## config.mk

```make
export PLATFORM = sky130hd
export DESIGN_NAME = fifo_ram_ctrl
export DESIGN_NICKNAME = d
export VERILOG_FILES = /design/src/rtl/fifo_ram_ctrl.sv
export SDC_FILE = /design/constraint.sdc
export NUM_CORES = 1
export LEC_CHECK = 0
export CORE_UTILIZATION = 45
export CTS_BUF_LIST = sky130_fd_sc_hd__clkbuf_8
export DETAILED_ROUTE_END_ITERATION = 6
export HOLD_SLACK_MARGIN = 0.06
export PLACE_DENSITY_LB_ADDON = 0.05
export REMOVE_ABC_BUFFERS = 1
export SYNTH_ARGS = -nofsm -noshare
export SYNTH_HDL_FRONTEND = slang
export SYNTH_SLANG_ARGS = --single-unit
```

## constraint.sdc

```tcl
create_clock -name clk -period 4.6 [get_ports clk]
set_input_delay 0.92 -clock clk [delete_from_list [all_inputs] [get_ports clk]]
set_output_delay 0.92 -clock clk [all_outputs]
set_load 0.005 [all_outputs]
```

## src/rtl/fifo_ram_ctrl.sv

```systemverilog
// rtl/fifo_ram_ctrl.sv - valid/ready FWFT controller around a registered FIFO RAM
// Optional FIFO_RAM_CTRL_FLUSH_EN adds a synchronous flush input.
module fifo_ram_ctrl #(
    parameter int SIZE   = 512,
    parameter int WIDTH  = 64,
    parameter int AFULL  = SIZE - 8,
    parameter int SBITS1 = $clog2(SIZE) - 1
) (
    input  logic                clk,
    input  logic                reset,
`ifdef FIFO_RAM_CTRL_FLUSH_EN
    input  logic                flush,
`endif
    input  logic                in_valid,
    output logic                in_ready,
    input  logic [WIDTH-1:0]    in_data,
    output logic                out_valid,
    input  logic                out_ready,
    output logic [WIDTH-1:0]    out_data,
    output logic [SBITS1+2:0]   level,
    output logic                almost_full,
    output logic                ram_wen,
    output logic [SBITS1:0]     ram_waddr,
    output logic [WIDTH-1:0]    ram_wdata,
    output logic                ram_ren,
    output logic [SBITS1:0]     ram_raddr,
    input  logic [WIDTH-1:0]    ram_rdata
);

    localparam int AW = SBITS1 + 1;
    localparam int CW = SBITS1 + 2;
    localparam int LW = SBITS1 + 3;
    localparam logic [CW-1:0] FULL_CNT = CW'(SIZE);
    localparam logic [LW-1:0] AFULL_LVL = LW'(AFULL);

    logic [AW-1:0]    wptr;
    logic [AW-1:0]    rptr;
    logic [CW-1:0]    ram_cnt;
    logic             inflight;
    logic [1:0]       stage_cnt;
    logic [WIDTH-1:0] head;
    logic [WIDTH-1:0] skid;

    logic             clr;
    logic             push;
    logic             pop;
    logic [2:0]       occ;
    logic [1:0]       stage_after_pop;

    always_comb begin
`ifdef FIFO_RAM_CTRL_FLUSH_EN
        clr = flush;
`else
        clr = 1'b0;
`endif
        in_ready  = !clr && (ram_cnt != FULL_CNT);
        push      = in_valid && in_ready;
        out_valid = (stage_cnt != 2'd0);
        pop       = out_valid && out_ready;
        // Reads already issued plus words held must never exceed the two stage slots.
        occ       = {1'b0, stage_cnt} + {2'b00, inflight};
        ram_ren   = !clr && (ram_cnt != '0) &&
                    ((occ < 3'd2) || ((occ == 3'd2) && pop));
        stage_after_pop = stage_cnt - {1'b0, pop};

        ram_wen     = push;
        ram_waddr   = wptr;
        ram_wdata   = in_data;
        ram_raddr   = rptr;
        out_data    = head;
        level       = LW'(ram_cnt) + LW'(inflight) + LW'(stage_cnt);
        almost_full = (level >= AFULL_LVL);
    end

    always_ff @(posedge clk) begin
        if (reset || clr) begin
            wptr      <= '0;
            rptr      <= '0;
            ram_cnt   <= '0;
            inflight  <= 1'b0;
            stage_cnt <= 2'd0;
        end else begin
            if (push) begin
                wptr <= wptr + 1'b1;
            end
            if (ram_ren) begin
                rptr <= rptr + 1'b1;
            end
            ram_cnt   <= ram_cnt + CW'(push) - CW'(ram_ren);
            inflight  <= ram_ren;
            stage_cnt <= stage_after_pop + {1'b0, inflight};
        end
    end

    // Returning word lands in head when the stage drains this cycle, otherwise in skid.
    always_ff @(posedge clk) begin
        if (inflight && (stage_after_pop == 2'd0)) begin
            head <= ram_rdata;
        end else if (pop) begin
            head <= skid;
        end
        if (inflight && (stage_after_pop == 2'd1)) begin
            skid <= ram_rdata;
        end
    end

    a_stage_bound: assert property (@(posedge clk) disable iff (reset) (stage_cnt <= 2'd2));

endmodule

```

==> results by group <==
Synthesis
  • EDFF count, synth: approximately 130
  • Number of cells produced by synthesis: 515
  • Synthesized-area fraction occupied by ao, oa, aoi and oai cells: 3.00%
  • Multiplexer share of the synthesized area: 10.4%
  • Most frequently used flop master after synthesis: sky130_fd_sc_hd__edfxtp_1
  • Main combinational cell family by area after synthesis: multiplexers
  • Post-synthesis average cell area: 14.2 um2
  • Synth warnings: 0
  • Synthesized-area fraction occupied by adder cells: 5.94%
  • Xor and xnor area share after synthesis: 3.21%
  • Synth async-reset ratio: 0%
  • Number of register bits inferred by synthesis: 159
  • Sequential fraction of the synthesis area: 60.9%
  • Area share of and/or/nand/nor cells after synthesis: between 7 and 8%
  • Area of the mapped netlist: approximately 0.0073 mm2
  • Number of distinct library cells after synthesis: 55

Clock network
  • Post-CTS Repair Setup Buffers: 0
  • Clock Root Buffer: sky130_fd_sc_hd__clkbuf_8
  • Num Clock Sinks: 159
  • Clock latency at the later pin of the worst-skew pair: 0.44 ns
  • Post_cts resized: 0
  • Clock slew seen by the registers of the worst setup and hold paths: 0.09 ns
  • CTS max path bufs: 2
  • TritonCTS clock tree: built
  • Number of buffers created by CTS: 17
  • Hold_buf cts: 0
  • Number of H-tree levels: 4

Critical path
  • Logic depth of the worst setup path including buffers: 9
  • Arrival time at the worst endpoint: 3.36 ns
  • Worst-path cell chain: inv_1 > fa_1 > fa_1 > nor2b_1 > mux2i_1 > o22ai_1 > and3_1 > a211o_1 > clkdlybuf4s50_1
  • Number of cells traversed by the worst register-to-register path: 16
  • Crit path launch type: flop
  • CP delay by family, top: adder cells
  • Nature of the critical path endpoint: output pin
  • Worst Path Buf+Inv: 2
  • Worst path most repeated cell: sky130_fd_sc_hd__fa_1
  • Largest driver fanout on the critical path: 5
  • Worst Path Required: around 3.7 ns
  • Max stage delay cell, worst path: sky130_fd_sc_hd__dfxtp_1
  • Largest incremental delay on the critical path: ~0.44 ns
  • Worst Setup Path Type: reg2out

Floorplanning
  • Die width: 130 um
  • Core Area: 0.0159 mm2
  • Starting density of the core: between 40% and 50%
  • Top-Level Pins: 294
  • Std-Cell Rows: between 40 and 50
  • Overall die area: between 0.015 and 0.02 mm2
  • Die height: between 100 and 150 um

Route
  • Post-route DRC violation count: 0
  • Detailed-route vias per instance: a little over 5
  • Number of nets with antenna violations after detailed routing: 0
  • Number of vias in the routed layout: 4342
  • Average wire length per cell after detail routing: 23.8 um
  • Detailed Route WL: 20400 um
  • Detailed Routing Iterations Pass 1: 4
  • Initial DRC Count: 203

Placement
  • Number of buffer cells added on primary ports: about 170
  • Total half-perimeter wirelength after legalization and detailed placement: approximately 16000 um
  • Routability congestion estimate from global placement: roughly 0.80
  • Worst setup slack before clock tree synthesis: 0.765 ns

Layout
  • # diodes: 0
  • Layout filler cell count: 1325
  • Fraction of final layout cells sized beyond drive strength 1: 7.96%
  • Area grow syn2layout: 25.3%
  • Number of nets at the end of the flow: 793

GRT
  • Total congestion overflow after global routing: 0
  • Via count of the first global-routing pass: about 4400
  • GRT Overall Usage: between 20% and 30%
  • Initial antenna violation count: 0
  • Maximum number of pins on one net before global-route repair: 58
  • First-pass GRT wire length: 28700 um

Timing
  • Ratio of final minimum period to clock period: between 90% and 100%
  • RSZ-0062 raised after global routing: false
  • Number of pins with negative max-slew slack in the final report: 0
  • Final Hold Violating Endpoints: 0
  • Slew at the pin with the worst max-slew slack: 1.13 ns
  • Worst hold-check slack: 0.516 ns
  • Worst-case headroom to the max-slew limit: 24.7%
  • Least setup slack across all paths after layout: roughly 0.32 ns
  • Max frequency: 233 MHz
  • Crit path time final: around 4.3 ns
  • Final setup viols: 0
  • Post-route clock skew: 0.0101 ns
  • Setup TNS: 0 ns

Pwr
  • Worst voltage drop across the vdd grid: 0.277 mV
  • Static Leakage: between 0.003 and 0.004 uW
  • Power Dens Cells: 652 mW/mm2

Min path
  • Worst hold-check path type: reg2reg
  • Min-Delay Path Depth: 2

Status
  • Run status: complete, no violations

Flow run
  • Number of max-cap violations: 0
==> cells in the final DEF (no fill, tap or decap), types with 6 or more instances in the layout <==
cell | Yosys | layout
sky130_fd_sc_hd__mux2_1 | 65 | 65
sky130_fd_sc_hd__a21oi_1 | 6 | 6
sky130_fd_sc_hd__dfxtp_1 | 31 | 31
sky130_fd_sc_hd__xnor2_1 | 10 | 10
sky130_fd_sc_hd__clkdlybuf4s50_1 | 0 | 165
sky130_fd_sc_hd__nor2_1 | 27 | 27
sky130_fd_sc_hd__clkbuf_8 | 0 | 17
sky130_fd_sc_hd__edfxtp_1 | 128 | 128
sky130_fd_sc_hd__nand3_1 | 13 | 12
sky130_fd_sc_hd__and3_1 | 7 | 6
sky130_fd_sc_hd__nand4_1 | 6 | 6
sky130_fd_sc_hd__nor2b_1 | 10 | 10
sky130_fd_sc_hd__nand2_1 | 12 | 12
sky130_fd_sc_hd__xor2_1 | 15 | 15
sky130_fd_sc_hd__ha_1 | 30 | 30
sky130_fd_sc_hd__inv_1 | 26 | 26
==> sequential cells by signal, summed over array words and instances (netlist names) <==
register / count
out_data: 64
ram_cnt: 10
inflight: 1
stage_cnt: 2
ram_raddr: 9
skid: 64
ram_waddr: 9
==> per-layer routing <==
metal / up-vias / GRT usage (%) / wire, um
met5: - / 7.65 / 191
met4: 4 / 6.02 / 199
met3: 22 / 22.5 / 4030
met2: 254 / 38.3 / 9290
met1: 2055 / 23.3 / 6730
li1: 2007 / - / -
==> logic make-up after synthesis <==
family / Yosys count
buffers and inverters: 102
xor gates and xnor gates: 26
AOI/OAI and AO/OA: 26
adders and majority gates: 33
muxes: 68
DFF: 159
and+or+nand+nor: 101
==> synth_stat cells, types with 3 or more instances <==
master                     count  area share (%)
sky130_fd_sc_hd__xnor2_1      10             1.2
sky130_fd_sc_hd__inv_1        26             1.3
sky130_fd_sc_hd__or3_1         3            0.26
sky130_fd_sc_hd__buf_2         3            0.20
sky130_fd_sc_hd__buf_4        69             7.1
sky130_fd_sc_hd__nor3_1        3            0.20
sky130_fd_sc_hd__nor2_1       27             1.4
sky130_fd_sc_hd__edfxtp_1    128              52
sky130_fd_sc_hd__xor2_1       15             1.8
sky130_fd_sc_hd__a21oi_1       6            0.41
sky130_fd_sc_hd__nand2_1      12            0.61
sky130_fd_sc_hd__nand4_1       6            0.51
sky130_fd_sc_hd__ha_1         30             5.1
sky130_fd_sc_hd__nor2b_1      10            0.85
sky130_fd_sc_hd__fa_1          3            0.82
sky130_fd_sc_hd__mux2i_1       3            0.41
sky130_fd_sc_hd__mux2_1       65              10
sky130_fd_sc_hd__dfxtp_1      31             8.5
sky130_fd_sc_hd__nand3_1      13            0.89
sky130_fd_sc_hd__and3_1        7            0.60
sky130_fd_sc_hd__nor4b_1       3            0.36
==> where the power goes <==
part / switching [uW] / leakage (uW) / internal [uW]
clock network: 541 / 0.000192 / 491
logic: 1210 / 0.00168 / 1310
registers: 207 / 0.00145 / 2240
==> layout make-up <==
| cell class | instances | area [um2] | area share, % |
|---|---|---|---|
| tap | 216 | 270 | 2.94 |
| sequential | 159 | 4460 | 48.6 |
| inverter | 26 | 97.6 | 1.06 |
| timing repair buffer | 170 | 1730 | 18.8 |
| clock buffer | 17 | 234 | 2.55 |
| multi-input combinational | 254 | 2240 | 24.3 |
| clock inverter | 15 | 161 | 1.76 |
==> through the flow <==
stage               total power [uW]  cells  cell area, um2  util, %
finish                          5990    857            9190     57.9
global route                    6360    857            9190     57.9
CTS                             6070    857            9190     57.9
detailed placement              5030    825            8790     55.4
global placement                4960    825            8790     55.4
floorplan                       3780    439            6780        -
==> worst register-to-register path, cell delays in order, from the launching register on <==
cell	delay [ns]
sky130_fd_sc_hd__dfxtp_1	0.38
sky130_fd_sc_hd__inv_1	0.19
sky130_fd_sc_hd__ha_1	0.20
sky130_fd_sc_hd__and4bb_4	0.28
sky130_fd_sc_hd__nand3_2	0.21
sky130_fd_sc_hd__nand2_4	0.17
sky130_fd_sc_hd__inv_1	0.07
sky130_fd_sc_hd__ha_1	0.29
sky130_fd_sc_hd__inv_1	0.06
sky130_fd_sc_hd__ha_1	0.16
sky130_fd_sc_hd__inv_1	0.06
sky130_fd_sc_hd__fa_1	0.37
sky130_fd_sc_hd__nor2b_1	0.16
sky130_fd_sc_hd__o21a_1	0.17
sky130_fd_sc_hd__o21ai_1	0.09
sky130_fd_sc_hd__or4_1	0.41
sky130_fd_sc_hd__nand3_1	0.10
==> path summary, 6_finish.rpt <==
kind | slack [ns] | end | startpoint
max | 0.32 | almost_full | inflight$_SDFF_PP0_
min | 0.52 | ram_waddr[7]$_SDFFE_PP0P_ | ram_waddr[7]$_SDFFE_PP0P_
max reg2reg | 1.18 | ram_cnt[6]$_SDFF_PP0_ | ram_cnt[4]$_SDFF_PP0_
min reg2reg | 0.52 | ram_waddr[7]$_SDFFE_PP0P_ | ram_waddr[7]$_SDFFE_PP0P_
Note: power is estimated with default switching activity, not from simulation.
